**src/rtl/cpu_pkg.sv**
```systemverilog
// ---------------------------------------------------------------------------
// cpu_pkg
// Shared definitions for the CPU front end: the opcodes the jump control
// block decodes, the interrupt controller state encoding, the ISR vector
// width and a helper that turns a source index into its ISR address.
// ---------------------------------------------------------------------------
package cpu_pkg;

   localparam int ADDR_W = 16;

   localparam logic [5:0] OP_RETI = 6'b011110;
   localparam logic [5:0] OP_JMP  = 6'b011000;

   typedef enum logic [1:0] {
      IDLE    = 2'd0,
      REQ     = 2'd1,
      SERVICE = 2'd2
   } state_e;

   // ISR address of a source: base + (id << stride_log2), wrapping mod 2^ADDR_W.
   function automatic logic [ADDR_W-1:0] isr_addr(
      input logic [ADDR_W-1:0] base,
      input logic [2:0]        id,
      input int unsigned       stride_log2
   );
      return base + (ADDR_W'(id) << stride_log2);
   endfunction

endpackage

```
**src/rtl/int_req_ctrl_if.sv**
```systemverilog
// ---------------------------------------------------------------------------
// int_req_ctrl_if
// Link between the interrupt request controller and the jump control block.
//   interrupt   : controller -> jump ctrl, one-cycle request pulse
//   isr_vector  : controller -> jump ctrl, ISR target address
//   int_active  : controller -> jump ctrl, ISR in service
//   active_id   : controller -> jump ctrl, index of the serviced source
//   op          : jump ctrl  -> controller, opcode in the execute stage
//   pc_mux_sel  : jump ctrl  -> controller, jump-taken indication
//
// Handshake: the controller raises `interrupt` for exactly one cycle with
// isr_vector already valid; there is no back-pressure. The jump control
// block is expected to take the jump (pc_mux_sel=1) in the following cycle;
// the controller only observes that acknowledgement. Service ends when op
// carries OP_RETI while int_active is high in the service phase.
// ---------------------------------------------------------------------------
interface int_req_ctrl_if;
   import cpu_pkg::*;

   logic              interrupt;
   logic [ADDR_W-1:0] isr_vector;
   logic              int_active;
   logic [2:0]        active_id;
   logic [5:0]        op;
   logic              pc_mux_sel;

   modport master (
      output interrupt, isr_vector, int_active, active_id,
      input  op, pc_mux_sel
   );

   modport slave (
      input  interrupt, isr_vector, int_active, active_id,
      output op, pc_mux_sel
   );

endinterface

```
**src/rtl/int_req_ctrl_prio_enc.sv**
```systemverilog
// ---------------------------------------------------------------------------
// prio_enc
// Combinational fixed-priority encoder; the lowest set index wins.
//   req   : request vector
//   valid : at least one request bit set
//   id    : index of the winning request (0 when valid=0)
// ---------------------------------------------------------------------------
module prio_enc #(
   parameter int NUM_SRC = 4
) (
   input  logic [NUM_SRC-1:0] req,
   output logic               valid,
   output logic [2:0]         id
);

   // Scan from the top down so the lowest set index is the last assignment.
   always_comb begin
      valid = 1'b0;
      id    = 3'd0;
      for (int i = NUM_SRC - 1; i >= 0; i--) begin
         if (req[i]) begin
            valid = 1'b1;
            id    = 3'(i);
         end
      end
   end

endmodule

```
**src/rtl/int_req_ctrl.sv**
```systemverilog
// ---------------------------------------------------------------------------
// int_req_ctrl
// Interrupt request controller feeding the jump control block. Rising edges
// on irq_in are latched as pending, masked, and the lowest-index eligible
// source is issued as a one-cycle interrupt pulse carrying its ISR vector.
// Further requests are held off until the pipeline executes OP_RETI.
//   clk, reset  : clock, synchronous active-high reset
//   irq_in      : raw request lines (synchronous to clk)
//   mask_we     : mask register write strobe
//   mask_wdata  : new mask value (1 = masked)
//   pending     : latched, not-yet-serviced requests
//   mask        : current mask register
//   state_dbg   : FSM state, for observation only
//   jc          : link to the jump control block (see int_req_ctrl_if)
// ---------------------------------------------------------------------------
module int_req_ctrl
   import cpu_pkg::*;
#(
   parameter int                NUM_SRC         = 4,
   parameter logic [ADDR_W-1:0] VEC_BASE        = 16'h0040,
   parameter int                VEC_STRIDE_LOG2 = 2,
   parameter logic [NUM_SRC-1:0] MASK_RST       = '1
) (
   input  logic               clk,
   input  logic               reset,
   input  logic [NUM_SRC-1:0] irq_in,
   input  logic               mask_we,
   input  logic [NUM_SRC-1:0] mask_wdata,
   output logic [NUM_SRC-1:0] pending,
   output logic [NUM_SRC-1:0] mask,
   output state_e             state_dbg,
   int_req_ctrl_if.master     jc
);

   state_e              state_q, state_d;
   logic [NUM_SRC-1:0]  irq_prev_q, irq_prev_d;
   logic [NUM_SRC-1:0]  pending_q, pending_d;
   logic [NUM_SRC-1:0]  mask_q, mask_d;
   logic [2:0]          active_id_q, active_id_d;
   logic [ADDR_W-1:0]   isr_vector_q, isr_vector_d;
   logic                was_req_q, was_req_d;
   logic                lost_ack_q, lost_ack_d;

   logic [NUM_SRC-1:0]  rise;
   logic [NUM_SRC-1:0]  eligible;
   logic [NUM_SRC-1:0]  clr;
   logic                win_valid;
   logic [2:0]          win_id;
   logic                reti;
   logic                interrupt_c;
   logic                int_active_c;

   assign eligible = pending_q & ~mask_q;

   prio_enc #(.NUM_SRC(NUM_SRC)) u_prio_enc (
      .req   (eligible),
      .valid (win_valid),
      .id    (win_id)
   );

   // FSM next state and outputs
   always_comb begin
      state_d      = state_q;
      active_id_d  = active_id_q;
      isr_vector_d = isr_vector_q;
      interrupt_c  = 1'b0;
      int_active_c = 1'b0;
      reti         = 1'b0;
      case (state_q)
         IDLE: begin
            if (win_valid) begin
               state_d      = REQ;
               active_id_d  = win_id;
               isr_vector_d = isr_addr(VEC_BASE, win_id, VEC_STRIDE_LOG2);
            end
         end
         REQ: begin
            interrupt_c  = 1'b1;
            int_active_c = 1'b1;
            state_d      = SERVICE;
         end
         SERVICE: begin
            int_active_c = 1'b1;
            if (jc.op == OP_RETI) begin
               reti    = 1'b1;
               state_d = IDLE;
            end
         end
         default: state_d = IDLE;
      endcase
   end

   // Edge detect, pending and mask. The clear is applied before the set so a
   // fresh edge in the RETI cycle keeps the serviced source pending.
   always_comb begin
      rise       = irq_in & ~irq_prev_q;
      irq_prev_d = irq_in;
      clr        = '0;
      for (int i = 0; i < NUM_SRC; i++) begin
         clr[i] = reti && (active_id_q == 3'(i));
      end
      pending_d  = (pending_q & ~clr) | rise;
      mask_d     = mask_we ? mask_wdata : mask_q;
   end

   // The jump should be taken in the cycle right after the REQ pulse; a
   // missing pc_mux_sel there is remembered until reset.
   always_comb begin
      was_req_d  = (state_q == REQ);
      lost_ack_d = lost_ack_q | (was_req_q & ~jc.pc_mux_sel);
   end

   always_ff @(posedge clk) begin
      if (reset) begin
         state_q      <= IDLE;
         irq_prev_q   <= '0;
         pending_q    <= '0;
         mask_q       <= MASK_RST;
         active_id_q  <= 3'd0;
         isr_vector_q <= '0;
         was_req_q    <= 1'b0;
         lost_ack_q   <= 1'b0;
      end else begin
         state_q      <= state_d;
         irq_prev_q   <= irq_prev_d;
         pending_q    <= pending_d;
         mask_q       <= mask_d;
         active_id_q  <= active_id_d;
         isr_vector_q <= isr_vector_d;
         was_req_q    <= was_req_d;
         lost_ack_q   <= lost_ack_d;
      end
   end

   assign jc.interrupt  = interrupt_c;
   assign jc.int_active = int_active_c;
   assign jc.active_id  = active_id_q;
   assign jc.isr_vector = isr_vector_q;
   assign pending       = pending_q;
   assign mask          = mask_q;
   assign state_dbg     = state_q;

endmodule

```
**src/flat_wrapper.sv**
```systemverilog
// flat-port wrapper written by rule: the top's interface ports become plain ports
module int_req_ctrl_flat import cpu_pkg::*;
#(
   parameter int                NUM_SRC         = 4,
   parameter logic [ADDR_W-1:0] VEC_BASE        = 16'h0040,
   parameter int                VEC_STRIDE_LOG2 = 2,
   parameter logic [NUM_SRC-1:0] MASK_RST       = '1
)
  (clk, reset, irq_in, mask_we, mask_wdata, pending, mask, state_dbg, jc_interrupt, jc_isr_vector, jc_int_active, jc_active_id, jc_op, jc_pc_mux_sel);
  int_req_ctrl_if jc_i ();
  input  logic clk;
  input  logic reset;
  input  logic [NUM_SRC-1:0] irq_in;
  input  logic mask_we;
  input  logic [NUM_SRC-1:0] mask_wdata;
  output logic [NUM_SRC-1:0] pending;
  output logic [NUM_SRC-1:0] mask;
  output state_e state_dbg;
  output wire logic [$bits(jc_i.interrupt)-1:0] jc_interrupt;
  output wire logic [$bits(jc_i.isr_vector)-1:0] jc_isr_vector;
  output wire logic [$bits(jc_i.int_active)-1:0] jc_int_active;
  output wire logic [$bits(jc_i.active_id)-1:0] jc_active_id;
  input wire logic [$bits(jc_i.op)-1:0] jc_op;
  input wire logic [$bits(jc_i.pc_mux_sel)-1:0] jc_pc_mux_sel;
  assign jc_interrupt = jc_i.interrupt;
  assign jc_isr_vector = jc_i.isr_vector;
  assign jc_int_active = jc_i.int_active;
  assign jc_active_id = jc_i.active_id;
  assign jc_i.op = jc_op;
  assign jc_i.pc_mux_sel = jc_pc_mux_sel;
  int_req_ctrl #(.NUM_SRC(NUM_SRC), .VEC_BASE(VEC_BASE), .VEC_STRIDE_LOG2(VEC_STRIDE_LOG2), .MASK_RST(MASK_RST)) u_core (.clk(clk), .reset(reset), .irq_in(irq_in), .mask_we(mask_we), .mask_wdata(mask_wdata), .pending(pending), .mask(mask), .state_dbg(state_dbg), .jc(jc_i));
endmodule
```
**config.mk**
```make
export PLATFORM = sky130hd
export DESIGN_NAME = int_req_ctrl_flat
export DESIGN_NICKNAME = d
export VERILOG_FILES = /design/src/rtl/cpu_pkg.sv /design/src/rtl/int_req_ctrl_if.sv /design/src/rtl/int_req_ctrl_prio_enc.sv /design/src/rtl/int_req_ctrl.sv /design/src/flat_wrapper.sv
export SDC_FILE = /design/constraint.sdc
export NUM_CORES = 1
export LEC_CHECK = 0
export ABC_CLOCK_PERIOD_IN_PS = 1400
export CAP_MARGIN = 0
export CORE_UTILIZATION = 38
export DETAILED_ROUTE_END_ITERATION = 10
export GPL_TIMING_DRIVEN = 0
export PLACE_DENSITY_LB_ADDON = 0.08
export SLEW_MARGIN = 25
export SYNTH_ARGS = -nofsm -noshare
export SYNTH_HDL_FRONTEND = slang
export SYNTH_SLANG_ARGS = --single-unit
export TNS_END_PERCENT = 1
```
**constraint.sdc**
```tcl
create_clock -name clk -period 1.4 [get_ports clk]
set_input_delay 0.42 -clock clk [delete_from_list [all_inputs] [get_ports clk]]
set_output_delay 0.42 -clock clk [all_outputs]
set_load 0.01 [all_outputs]
```
==> impl_metrics.py <==
metrics = {
    "outcome": {
        "status": "finished, violations left",
        "violations": "setup timing",
    },
    "cts": {
        "clk_latency_ns": 0.28,
        "cts.sinks": 17,
        "cts-htree-levels": 1,
        "numCtsBuffers": 3,
        "clock_path_buffers": 2,
        "cts_tree": "yes",
        "path_clk_slew_ns": 0.10,
        "cts-root-buf": "clkbuf_4",
        "holdBufCountCts": 0,
    },
    "sta": {
        "hold_ws_ns": 0.446,
        "final.min_clock_period_ns": 1.49,
        "setup_violations": 3,
        "hold_viol": 0,
        "fmax_ghz": 0.673,
        "fin_worst_skew_ns": 0.00794,
        "fin_crit_sh_pct": 106,
        "layout_setup_ws_ns": -0.0863,
        "rsz0062_at_grt": "true",
        "maxSlewViolCount": 0,
    },
    "floorplanning": {
        "die_w_um": 50.6,
        "start_util_pct": 40.6,
        "die-area_mm2": 0.00256,
        "ios": 49,
        "die_h_um": 50.6,
        "core_area_mm2": 0.00221,
        "fp-row-count": 17,
    },
    "power": {
        "leakagePower_nw": 0.608,
        "cellPowerDensity_mw_per_mm2": 837,
        "ir_worst_vdd_uv": 765,
    },
    "worst_setup_path": {
        "path_cells": "inv_2 -> ha_4 -> buf_6",
        "cp.arrival_ns": 1.07,
        "slowest_delay_ns": 0.37,
        "cpLargestDelayFamily": "flip-flops",
        "critical_path_buf_inv_count": 2,
        "slowest_stage": "dfxtp_2",
        "crit_type": "flip-flop to output pin",
        "start_kind": "flip-flop",
        "crit_path_end_kind": "output pin",
        "crit_required_ns": 0.98,
        "cp_max_fo": 4,
    },
    "global_route": {
        "grt_use_total_pct": 15.3,
        "antenna_found_initial": 0,
        "grt_pass1_vias": 680,
        "grt_first_pass_wirelength_um": 2900,
        "grt_max_degree": 11,
        "grt_overflow_total": 0,
    },
    "yosys": {
        "synth_cells": 95,
        "avgSynthCellArea_um2": 9.46,
        "yosys_warnings": 0,
        "synth.yosys.seq_area_share_pct": 37.9,
        "synth-seq-cells": 17,
        "synth_cell_types": 26,
        "netlist_area_um2": 898,
    },
    "drt": {
        "wl_um": 1790,
        "drc": 0,
        "ant_nets": 0,
        "drt_iter0_markers": 5,
        "vias": 775,
        "wl_per_cell_um": 10.2,
        "via_per_inst": 4.43,
        "drt_first_pass_iters": 4,
    },
    "finish": {
        "nets": 169,
        "final_cells": 175,
        "multi_input_area_um2": 489,
        "final-seq-area_um2": 357,
        "antenna_cells": 0,
        "fin_util_pct": 61.9,
        "areaGrowthSynthToFinish_pct": 52.5,
        "drive_above_1_share_pct": 32.0,
        "fillers": 203,
    },
    "placement": {
        "dpl.hpwl_um": 1370,
        "portBuffers": 32,
        "place.gp.congestion": 0.758,
        "place_inst": 168,
    },
    "worst_hold_path": {
        "hold_class": "flip-flop to flip-flop",
    },
    "flow_run": {
        "drv_cap": 0,
    },
}
==> routing by layer <==
layer | vias to the layer above | track usage (%) | routed length, µm | share of wire, %
li1 | 396 | - | - | -
met1 | 344 | 17.9 | 776 | 43
met2 | 33 | 26.0 | 876 | 49
met3 | 2 | 2.73 | 123 | 6.9
met4 | 0 | 8.33 | 17 | 0.95
met5 | - | 0 | 0 | 0
==> state kept, by name, summed over array words and instances (netlist names) <==
signal,cells
u_core.pending,4
u_core.irq_prev_q,4
u_core.jc.active_id,1
u_core.mask,4
u_core.state_dbg,2
u_core.jc.isr_vector,2
==> cells by family (layout without fill, tap and decap cells) <==
kind of cell               count (synthesis)  in the layout  share of synthesized area, %
muxes                                      1              1                          1.11
adders and majority gates                  3              3                          4.18
AOI/OAI and AO/OA                         21             21                          15.9
and+or+nand+nor                           30             30                          24.7
buffers and inverters                     22             61                          15.9
DFF                                       17             17                          37.9
other                                      1             14                         0.417
==> worst paths after layout <==
| kind | startpoint | end | slack [ns] | cells after the start |
|---|---|---|---|---|
| min reg2reg | u_core.jc.isr_vector[6]$_SDFFE_PP0P_ | u_core.jc.isr_vector[6]$_SDFFE_PP0P_ | 0.45 | 2 |
| max | u_core.state_dbg[1]$_SDFFE_PP0P_ | jc_int_active | -0.09 | 3 |
| min | u_core.jc.isr_vector[6]$_SDFFE_PP0P_ | u_core.jc.isr_vector[6]$_SDFFE_PP0P_ | 0.45 | 2 |
| max reg2reg | u_core.state_dbg[0]$_SDFFE_PP0P_ | u_core.state_dbg[1]$_SDFFE_PP0P_ | 0.04 | 6 |
==> placed cells by master, fill, tap and decap left out, types with 2 or more instances in the layout <==
cell,Yosys,routed
dfxtp_4,0,2
clkbuf_1,2,3
dfxtp_1,17,8
nor2b_1,9,9
nand2b_1,7,7
dlygate4sd2_1,0,11
a21oi_1,8,8
conb_1,1,14
inv_1,4,2
buf_4,16,21
a211o_1,4,4
nor2b_4,4,4
nand2_1,2,2
o21ai_1,0,2
dfxtp_2,0,7
clkdlybuf4s50_1,0,15
o21ai_0,4,2
inv_2,0,2
clkbuf_4,0,3
clkdlybuf4s15_1,0,2
==> cell usage after synthesis <==
library cell	instances	share of area [%]
a221oi_1	1	0.98
buf_4	16	13
nor2b_1	9	6.3
nand2_1	2	0.84
nor2b_4	4	6.1
nand3_1	1	0.56
or3_1	1	0.70
o41ai_2	1	1.8
or2b_1	1	0.84
o31ai_1	2	1.7
conb_1	1	0.42
clkbuf_1	2	0.84
nand2b_1	7	4.9
inv_1	4	1.7
dfxtp_1	17	38
a211o_1	4	3.9
mux2i_1	1	1.1
o21ai_0	4	2.2
nor3b_1	1	0.84
a21oi_1	8	4.5
or2_0	1	0.70
nor4_2	1	1.4
ha_1	3	4.2
a21boi_1	1	0.84
and4b_1	1	1.1
nor2_1	1	0.42
==> final cells by class <==
type	count	area share, %
buffer	18	9.32
clock buffer	4	1.92
inverter	4	1.10
multi-input combinational	69	35.7
sequential	17	26.0
tap	28	2.56
timing repair buffer	35	23.4
==> metrics by stage <==
| step | setup slack [ns] | TNS (ns) | power, mW | area (µm²) |
|---|---|---|---|---|
| after floorplan | 0.128 | 0 | 0.745 | 947 |
| after global placement | -0.350 | -2.55 | 0.891 | 1300 |
| after detailed placement | -0.364 | -2.67 | 0.897 | 1300 |
| after CTS | -0.160 | -0.212 | 1.12 | 1330 |
| after global routing | -0.127 | -0.597 | 1.22 | 1370 |
| final | -0.0863 | -0.152 | 1.15 | 1370 |
==> worst register-to-register path: stages (launching register included) <==
cell	delay (ns)
dfxtp_2	0.36
inv_2	0.05
buf_4	0.13
ha_1	0.21
a21boi_1	0.16
a21oi_1	0.19
mux2i_1	0.20
==> power breakdown <==
group | switching [mW] | leakage, nW | internal [mW] | total [mW]
sequential | 0.0319 | 0.143 | 0.522 | 0.554
clock | 0.143 | 0.0150 | 0.111 | 0.253
combinational | 0.139 | 0.451 | 0.199 | 0.339
total | 0.314 | 0.608 | 0.832 | 1.15
==> repair_timing <==
action | CTS | global route
buffers inserted | 1 | 2
gates resized for setup | 38 | 9
gates cloned | 0 | 0
pin swaps | 0 | 3
endpoints found under the setup margin | 20 | 13
No activity file was read; power rests on OpenSTA's default activity.
